[src/rtl/alu_req_driver_if.sv]
`default_nettype none
// ============================================================================
// Module      : alu_req_driver_if
// Description : Bundles the three buses of alu_req_driver:
//                 request port  (req_valid/req_ready/req_val1/req_val2/req_mode)
//                 response port (rsp_valid/rsp_ready/rsp_result/rsp_timeout)
//                 ALU side      (val1/val2/mode/valid_i out, valid_o/result in)
//               master : the driver (alu_req_driver)
//               slave  : the environment (requester, response sink and ALU)
// Revision    : 1.0 - initial release
// ============================================================================
interface alu_req_driver_if #(
    parameter int WIDTH  = 8,
    parameter int MODE_W = 3,
    parameter int RES_W  = 16
);
    // Request port
    logic              req_valid;
    logic              req_ready;
    logic [WIDTH-1:0]  req_val1;
    logic [WIDTH-1:0]  req_val2;
    logic [MODE_W-1:0] req_mode;
    // Response port
    logic              rsp_valid;
    logic              rsp_ready;
    logic [RES_W-1:0]  rsp_result;
    logic              rsp_timeout;
    // ALU side
    logic [WIDTH-1:0]  val1;
    logic [WIDTH-1:0]  val2;
    logic [MODE_W-1:0] mode;
    logic              valid_i;
    logic              valid_o;
    logic [RES_W-1:0]  result;

    modport master (
        input  req_valid, req_val1, req_val2, req_mode, rsp_ready, valid_o, result,
        output req_ready, rsp_valid, rsp_result, rsp_timeout, val1, val2, mode, valid_i
    );

    modport slave (
        output req_valid, req_val1, req_val2, req_mode, rsp_ready, valid_o, result,
        input  req_ready, rsp_valid, rsp_result, rsp_timeout, val1, val2, mode, valid_i
    );
endinterface
`default_nettype wire

[src/rtl/alu_req_driver.sv]
`default_nettype none
// ============================================================================
// Module      : alu_req_driver
// Description : On-chip initiator for the ALU operand/result interface.
//               Requests are queued in a DEPTH-entry FIFO and issued one at a
//               time; each issue waits for valid_o (bounded by TIMEOUT cycles)
//               and the result, or a timeout marker, is presented on a
//               ready/valid response port.
// Ports       : clk       - clock, rising edge
//               rst       - asynchronous active-high reset
//               bus       - alu_req_driver_if.master (request, response, ALU)
//               busy      - FSM not idle or FIFO not empty
//               err_stray - sticky, valid_o seen with no op outstanding
// Revision    : 1.0 - initial release
// ============================================================================
module alu_req_driver #(
    parameter int WIDTH   = 8,
    parameter int MODE_W  = 3,
    parameter int RES_W   = 16,
    parameter int DEPTH   = 4,
    parameter int TIMEOUT = 15
) (
    input  wire logic        clk,
    input  wire logic        rst,
    alu_req_driver_if.master bus,
    output logic             busy,
    output logic             err_stray
);
    localparam int         c_AW      = $clog2(DEPTH);
    localparam int         c_EW      = 2 * WIDTH + MODE_W;
    localparam logic [7:0] c_TO_LAST = 8'(TIMEOUT - 1);

    typedef enum logic [1:0] {
        S_IDLE  = 2'd0,
        S_ISSUE = 2'd1,
        S_WAIT  = 2'd2,
        S_HOLD  = 2'd3
    } state_t;

    state_t            r_state;
    state_t            w_next;

    logic [c_EW-1:0]   r_mem [DEPTH];
    logic [c_AW-1:0]   r_wr_ptr;
    logic [c_AW-1:0]   r_rd_ptr;
    logic [c_AW:0]     r_count;
    logic              w_full;
    logic              w_empty;
    logic              w_push;
    logic              w_pop;

    logic [WIDTH-1:0]  r_val1;
    logic [WIDTH-1:0]  r_val2;
    logic [MODE_W-1:0] r_mode;
    logic [7:0]        r_cnt;
    logic [RES_W-1:0]  r_rsp_result;
    logic              r_rsp_timeout;
    logic              r_err_stray;

    // ------------------------------------------------------------------------
    // Request FIFO (pointers wrap naturally because DEPTH is a power of two)
    // ------------------------------------------------------------------------
    assign w_full  = (r_count == (c_AW + 1)'(DEPTH));
    assign w_empty = (r_count == '0);
    assign w_push  = bus.req_valid && !w_full;

    always_ff @(posedge clk) begin
        if (w_push) begin
            r_mem[r_wr_ptr] <= {bus.req_val1, bus.req_val2, bus.req_mode};
        end
    end

    always_ff @(posedge clk or posedge rst) begin
        if (rst) begin
            r_wr_ptr <= '0;
            r_rd_ptr <= '0;
            r_count  <= '0;
        end else begin
            if (w_push) begin
                r_wr_ptr <= r_wr_ptr + 1'b1;
            end
            if (w_pop) begin
                r_rd_ptr <= r_rd_ptr + 1'b1;
            end
            if (w_push && !w_pop) begin
                r_count <= r_count + 1'b1;
            end else if (w_pop && !w_push) begin
                r_count <= r_count - 1'b1;
            end
        end
    end

    // ------------------------------------------------------------------------
    // Control FSM
    // ------------------------------------------------------------------------
    always_ff @(posedge clk or posedge rst) begin
        if (rst) begin
            r_state <= S_IDLE;
        end else begin
            r_state <= w_next;
        end
    end

    always_comb begin
        w_next = r_state;
        w_pop  = 1'b0;
        case (r_state)
            S_IDLE: begin
                if (!w_empty) begin
                    w_next = S_ISSUE;
                    w_pop  = 1'b1;
                end
            end
            S_ISSUE: w_next = S_WAIT;
            // valid_o on the last count cycle still wins over the timeout
            S_WAIT: begin
                if (bus.valid_o || (r_cnt == c_TO_LAST)) begin
                    w_next = S_HOLD;
                end
            end
            S_HOLD: begin
                if (bus.rsp_ready) begin
                    w_next = S_IDLE;
                end
            end
            default: w_next = S_IDLE;
        endcase
    end

    // ------------------------------------------------------------------------
    // Operand, wait counter, response and error registers
    // ------------------------------------------------------------------------
    always_ff @(posedge clk or posedge rst) begin
        if (rst) begin
            r_val1        <= '0;
            r_val2        <= '0;
            r_mode        <= '0;
            r_cnt         <= '0;
            r_rsp_result  <= '0;
            r_rsp_timeout <= 1'b0;
            r_err_stray   <= 1'b0;
        end else begin
            // Operands are only replaced on a pop, so they hold through HOLD
            if (w_pop) begin
                {r_val1, r_val2, r_mode} <= r_mem[r_rd_ptr];
            end

            if (r_state == S_ISSUE) begin
                r_cnt <= '0;
            end else if (r_state == S_WAIT) begin
                r_cnt <= r_cnt + 8'd1;
            end

            if (r_state == S_WAIT) begin
                if (bus.valid_o) begin
                    r_rsp_result  <= bus.result;
                    r_rsp_timeout <= 1'b0;
                end else if (r_cnt == c_TO_LAST) begin
                    r_rsp_result  <= '0;
                    r_rsp_timeout <= 1'b1;
                end
            end

            if (bus.valid_o && (r_state != S_WAIT)) begin
                r_err_stray <= 1'b1;
            end
        end
    end

    // ------------------------------------------------------------------------
    // Outputs
    // ------------------------------------------------------------------------
    assign bus.req_ready   = !w_full;
    assign bus.val1        = r_val1;
    assign bus.val2        = r_val2;
    assign bus.mode        = r_mode;
    assign bus.valid_i     = (r_state == S_ISSUE);
    assign bus.rsp_valid   = (r_state == S_HOLD);
    assign bus.rsp_result  = r_rsp_result;
    assign bus.rsp_timeout = r_rsp_timeout;
    assign busy            = (r_state != S_IDLE) || !w_empty;
    assign err_stray       = r_err_stray;

endmodule
`default_nettype wire

[src/flat_wrapper.sv]
// flat-port wrapper written by rule: the top's interface ports become plain ports
module alu_req_driver_flat 
#(
    parameter int WIDTH   = 8,
    parameter int MODE_W  = 3,
    parameter int RES_W   = 16,
    parameter int DEPTH   = 4,
    parameter int TIMEOUT = 15
)
  (clk, rst, busy, err_stray, bus_req_valid, bus_req_val1, bus_req_val2, bus_req_mode, bus_rsp_ready, bus_valid_o, bus_result, bus_req_ready, bus_rsp_valid, bus_rsp_result, bus_rsp_timeout, bus_val1, bus_val2, bus_mode, bus_valid_i);
  alu_req_driver_if #(.WIDTH(WIDTH), .MODE_W(MODE_W), .RES_W(RES_W)) bus_i ();
  input  wire logic clk;
  input  wire logic rst;
  output logic busy;
  output logic err_stray;
  input wire logic [$bits(bus_i.req_valid)-1:0] bus_req_valid;
  input wire logic [$bits(bus_i.req_val1)-1:0] bus_req_val1;
  input wire logic [$bits(bus_i.req_val2)-1:0] bus_req_val2;
  input wire logic [$bits(bus_i.req_mode)-1:0] bus_req_mode;
  input wire logic [$bits(bus_i.rsp_ready)-1:0] bus_rsp_ready;
  input wire logic [$bits(bus_i.valid_o)-1:0] bus_valid_o;
  input wire logic [$bits(bus_i.result)-1:0] bus_result;
  output wire logic [$bits(bus_i.req_ready)-1:0] bus_req_ready;
  output wire logic [$bits(bus_i.rsp_valid)-1:0] bus_rsp_valid;
  output wire logic [$bits(bus_i.rsp_result)-1:0] bus_rsp_result;
  output wire logic [$bits(bus_i.rsp_timeout)-1:0] bus_rsp_timeout;
  output wire logic [$bits(bus_i.val1)-1:0] bus_val1;
  output wire logic [$bits(bus_i.val2)-1:0] bus_val2;
  output wire logic [$bits(bus_i.mode)-1:0] bus_mode;
  output wire logic [$bits(bus_i.valid_i)-1:0] bus_valid_i;
  assign bus_i.req_valid = bus_req_valid;
  assign bus_i.req_val1 = bus_req_val1;
  assign bus_i.req_val2 = bus_req_val2;
  assign bus_i.req_mode = bus_req_mode;
  assign bus_i.rsp_ready = bus_rsp_ready;
  assign bus_i.valid_o = bus_valid_o;
  assign bus_i.result = bus_result;
  assign bus_req_ready = bus_i.req_ready;
  assign bus_rsp_valid = bus_i.rsp_valid;
  assign bus_rsp_result = bus_i.rsp_result;
  assign bus_rsp_timeout = bus_i.rsp_timeout;
  assign bus_val1 = bus_i.val1;
  assign bus_val2 = bus_i.val2;
  assign bus_mode = bus_i.mode;
  assign bus_valid_i = bus_i.valid_i;
  alu_req_driver #(.WIDTH(WIDTH), .MODE_W(MODE_W), .RES_W(RES_W), .DEPTH(DEPTH), .TIMEOUT(TIMEOUT)) u_core (.clk(clk), .rst(rst), .bus(bus_i), .busy(busy), .err_stray(err_stray));
endmodule
[config.mk]
export PLATFORM = sky130hd
export DESIGN_NAME = alu_req_driver_flat
export DESIGN_NICKNAME = d
export VERILOG_FILES = /design/src/rtl/alu_req_driver_if.sv /design/src/rtl/alu_req_driver.sv /design/src/flat_wrapper.sv
export SDC_FILE = /design/constraint.sdc
export NUM_CORES = 1
export LEC_CHECK = 0
export CAP_MARGIN = 40
export CORE_MARGIN = 1
export CORE_UTILIZATION = 40
export DETAILED_ROUTE_END_ITERATION = 12
export PLACE_DENSITY = 0.74
export SLEW_MARGIN = 0
export SYNTH_ARGS = -nofsm -noshare
export SYNTH_HDL_FRONTEND = slang
export SYNTH_SLANG_ARGS = --single-unit
[constraint.sdc]
create_clock -name clk -period 2.1 [get_ports clk]
set_input_delay 0.315 -clock clk [delete_from_list [all_inputs] [get_ports clk]]
set_output_delay 0.315 -clock clk [all_outputs]
set_load 0.02 [all_outputs]
* Word-level counts from Yosys, hierarchy flattened
Memories as Yosys holds them, arrays and structs flattened. A register that Yosys moved wholly into a read port is not among the register bits.
Cells that the tools add are included.
** Word-level totals
- RAM bits :: 76
- Bits in registers :: 35
- Output and inout port bits :: 41
- Memories :: 1
- Logic and storage cells :: 57
- Input port bits :: 40
** Memories
- u_core.r_mem :: depth 4, bits a word 19, rd ports 1, clocked after Yosys merged registers in 1, wr ports 1, line alu_req_driver.sv:43 : logic [c_EW-1:0] r_mem [DEPTH];
** Operators by class
- $add $sub $neg :: 5
- Eq/ne operators :: 9
- Reduce and logical (&&, ||, !) cells :: 18
- Muxes and demuxes :: 16
** Operators by type and width (number)
- two-way mux 16 bit :: 2
- two-way mux 8 bit :: 2
- adder 8 x 1 -> 8 bit (second input constant) :: 1
- equality test 8 x 4 -> 1 bit (second input constant) :: 1
- case mux 2 bit (4 select lines) :: 1
- nonzero test 2 bit :: 4
- two-way mux 1 bit :: 6
- two-way mux 2 bit :: 3
- two-way mux 3 bit :: 2
- != test 2 bit (second input constant) :: 3
- adder 2 x 1 -> 2 bit (second input constant) :: 2
- equality test 2 bit (second input constant) :: 2
- logical AND 1 bit :: 4
- zero test 1 bit :: 4
- adder 3 x 1 -> 3 bit (second input constant) :: 1
- equality test 3 bit (second input constant) :: 1
- zero test 3 bit :: 1
- AND reduction 3 bit :: 1
- subtractor 3 x 1 -> 3 bit (second input constant) :: 1
- equality test 2 x 1 -> 1 bit (second input constant) :: 1
- zero test 2 bit :: 1
- logical OR 1 bit :: 2
- != test 2 x 1 -> 1 bit (second input constant) :: 1
- AND reduction 2 bit :: 1

* Longest topological paths before layout
- Word-level depth :: 7
- Gate-level depth with buffers :: 10
- Mapped depth without buffers :: 9

* Worst setup path before layout
Ideal clock, no wire load.
- Path kind :: register -> register
- Start :: register u_core.r_count[0]
- End :: register u_core.r_count[2]
- Period minus slack after synthesis :: 2.126 ns
- Slack :: -0.026 ns
- Cell stages (with the launch flop) :: 9
- Library setup time :: 0.079 ns
- Arrival time :: 2.047 ns
- Data required time :: 2.021 ns
- Path through :: dfrtp_1 > o31ai_2 > buf_2 > ha_1 > inv_1 > fa_1 > xor2_1 > nor2_1 > xor2_1
** Between the ends
- Word-level cells in the longest chain between the ends :: 6
** Ends and longest elaborated chain
- start, declared :: line alu_req_driver.sv:46 : logic [c_AW:0] r_count;
- start signal, assigned :: line alu_req_driver.sv:86 : r_count <= r_count + 1'b1;
- start signal, assigned :: line alu_req_driver.sv:88 : r_count <= r_count - 1'b1;
- parallel branches: the longest is 6 deep, another holds subtractor 3 x 1 -> 3 bit
Parallel ways; which one is timed is not known. The select of a mux whose other input is x is not followed.
A chain may end at the register's enable or synchronous reset.

* Worst setup path in the final report
- Start :: register u_core.r_state[0]
- End :: output port busy
** Between the ends
- Word-level cells in the longest chain between the ends :: 2
** Ends and longest elaborated chain
- start, declared :: line alu_req_driver.sv:40 : state_t r_state;
- start signal, assigned :: line alu_req_driver.sv:100 : r_state <= w_next;
- nonzero test 2 bit :: line alu_req_driver.sv:181 : assign busy = (r_state != S_IDLE) || !w_empty;
- logical OR 1 bit :: line alu_req_driver.sv:181
- end, declared :: line flat_wrapper.sv:14 : output logic busy;
No other way between the ends.

==> impl_metrics.toml <==
[finish]
stdcell_area_um2 = 6840
fill_cells = 994
synthToLayoutAreaGrowth_pct = 34.4
fin_util = 0.560
nNetsFinal = 440
multi_input_area_um2 = 1380
regArea_um2 = 3640
drive_gt1_frac = 0.253
antenna_cells = 0

[synth]
synth-edff-count = 76
synthFlopType = "edfxtp_1"
synthTopCellsByArea = "edfxtp_1 45%, dfrtp_1 27%, mux4_2 8.4%, mux2_2 4.6%, a22o_1 3.1%"
syn_area_um2 = 5090
synth.net_count = 333
yosysMostFrequentCell = "edfxtp_1"
synth-seq-cells = 130
ys.warnings.count = 0
synth_cell_types = 33
synthCells = 280
syn_avg_cell_area_um2 = 18.2
yosysTopAreaCell = "edfxtp_1"
seq_area_frac_synth = 0.714
synthTopCellsByCount = "76 x edfxtp_1, 54 x dfrtp_1, 21 x mux2_2, 19 x mux4_2, 18 x a22o_1"
synth_top_area_frac = 0.448
ys_async_sr_fraction = 0.415

[floorplan]
die_h_um = 115
rows = 40
die-area_um2 = 13200
start_util = 0.417
core-area_um2 = 12200
die_x_um = 115
ios = 81

[timing]
period_needed_ns = 2.03
fin_skew_ns = 0.00971
maxSlewHeadroom = 0.555
rsz0062_at_grt = "no"
fmax_mhz = 492
tightest_slew_ns = 0.667
slew_violations = 0
hold_viol = 0
min_period_over_period = 0.967
setup_viol = 0

[detailed_routing]
drt_wl_total_mm = 9.73
post_drt_wl_per_cell_um = 17.1
ant_nets = 0
dr_total_vias = 2874
post-route-drc-count = 0
drt-initial-drc-count = 162
vias_per_cell = 5.06
first_pass_iters = 6

[run]
max_cap_violations = 0

[cts]
clk_latency_ns = 0.41
clock_sinks = 130
cts_tree = "built"
path_clk_slew_ns = 0.06
numCtsBuffers = 17
clock-root-buffer = "clkbuf_16"
clock_path_buffers = 2
h-tree-depth = 4

[setup_path]
cp-start-kind = "flop"
criticalPathCategory = "flop to output port"
worst_path_largest_cell_delay_ns = 0.47
path_cells = "inv_2, ha_2, or4b_4, buf_2"
crit_slowest_cell = "or4b_4"
end_kind = "output port"
cp.arrival_ns = 1.72
critPathRequiredTime_ns = 1.78
worstPathMaxFanout = 3

[power_and_ir_drop]
power_density_nw_per_um2 = 1550
p_leak_nw = 2.64
max-vdd-ir-drop_mv = 1.01

[global_route]
grtUsageTotal = 0.164
overflow = 0
grt_pass1_wl_mm = 15.6
grt_max_degree = 55
antenna_found_initial = 0
grt_pass1_vias = 3049

[placement]
port_buffers = 80
gp_congestion = 0.774
postPlaceCellArea_um2 = 6270
dp_hpwl_mm = 6.30

[run_status]
status = "finished, final reports clean"

[hold_path]
hold_class = "input port to asynchronous set/reset pin"
[cell families after synthesis]
group | after synthesis | synth area share
AO/OA/AOI/OAI | 33 | 0.0509
XOR/XNOR | 8 | 0.0138
adder cells (fa/ha/maj) | 13 | 0.0334
buffers and inverters | 22 | 0.0175
flip-flops | 130 | 0.714
multiplexers | 43 | 0.137
AND/OR/NAND/NOR | 31 | 0.0329
[worst max-delay path, delay by kind of cell (launching register included)]
| kind | cells | cell delay [ns] |
|---|---|---|
| simple gates | 1 | 0.47 |
| fa+ha+maj | 1 | 0.20 |
| flops | 1 | 0.39 |
| buf+inv | 2 | 0.26 |
[cells in the final DEF, fill, tap and decap left out, types with 2 or more instances in the layout]
master,count
mux2i_1,2
clkinv_4,3
a21oi_1,3
buf_4,12
clkinvlp_4,4
a22o_1,18
nand3_1,2
o21ai_0,4
mux2_2,21
nor4_1,2
xor2_1,3
dfrtp_2,2
inv_2,3
clkdlybuf4s50_1,77
mux4_2,19
ha_1,11
and3_1,7
edfxtp_1,76
inv_1,9
inv_6,4
o21ai_2,2
clkinv_2,2
dfrtp_1,52
dlymetal6s2s_1,2
and2_1,2
nand2_1,6
buf_12,6
nand2b_1,2
xnor2_1,5
o22ai_1,2
nor2_1,6
clkbuf_16,17
[worst paths after layout]
kind / cells past startpoint / to / startpoint / slack [ns]
max: 4 / busy / u_core.r_state[0] / 0.07
min: 3 / u_core.bus.rsp_result[10] / rst / 0.29
max reg2reg: 7 / u_core.r_count[2] / u_core.r_count[0] / 0.19
min reg2reg: 1 / u_core.err_stray / u_core.err_stray / 0.49
max in group asynchronous: 3 / u_core.r_count[0] / rst / 1.55
min in group clk: 1 / u_core.err_stray / u_core.err_stray / 0.49
[registers in the layout, indices dropped and copies added, names as in the netlist]
signal,cells
u_core.r_mem,76
u_core.r_count,3
u_core.r_rd_ptr,2
u_core.bus.val2,8
u_core.bus.val1,8
u_core.err_stray,1
u_core.r_wr_ptr,2
u_core.bus.rsp_result,16
u_core.r_state,2
u_core.r_cnt,8
u_core.bus.mode,3
u_core.bus.rsp_timeout,1
[repair_timing]
item | in CTS | in global routing
pin swaps | 1 | 0
hold endpoints to repair | 0 | 0
setup buffers | 0 | 0
hold buffers | 0 | 0
resized for setup | 7 | 4
setup endpoints to repair | 2 | 2
[area by class of cell]
class / instances / share of cell area
clock inverter: 14 / 0.0192
clock buffer: 18 / 0.0627
inverter: 12 / 0.00658
timing repair buffer: 98 / 0.148
tap: 168 / 0.0307
multi-input combinational: 128 / 0.201
sequential: 130 / 0.532
[per-stage QoR]
step / worst slack, ns / instances / hold WS [ns] / power [mW] / setup TNS (ns)
5_1_grt: 0.00140 / 568 / 0.320 / 11.2 / 0
6_report: 0.0686 / 568 / 0.290 / 10.6 / 0
3_3_place_gp: 0.0702 / 536 / 0.466 / 7.79 / 0
4_1_cts: 0.000425 / 568 / 0.288 / 10.7 / 0
3_5_place_dp: -0.0582 / 536 / 0.472 / 7.94 / -0.0582
2_1_floorplan: 0.0211 / 280 / 0.414 / 6.27 / 0
[report_power, final]
group | switching (mW) | internal, mW | leakage [nW]
Clock | 1.10 | 1.64 | 0.264
Combinational | 1.86 | 2.07 | 1.02
Sequential | 0.396 | 3.52 | 1.35
[layer usage]
layer	track usage	part of all wire	vias to the layer above
li1	-	-	1299
met1	0.196	0.43	1476
met2	0.269	0.49	89
met3	0.0648	0.068	10
met4	0.0632	0.011	0
met5	0	0	-
No activity file was read; power rests on OpenSTA's default activity.
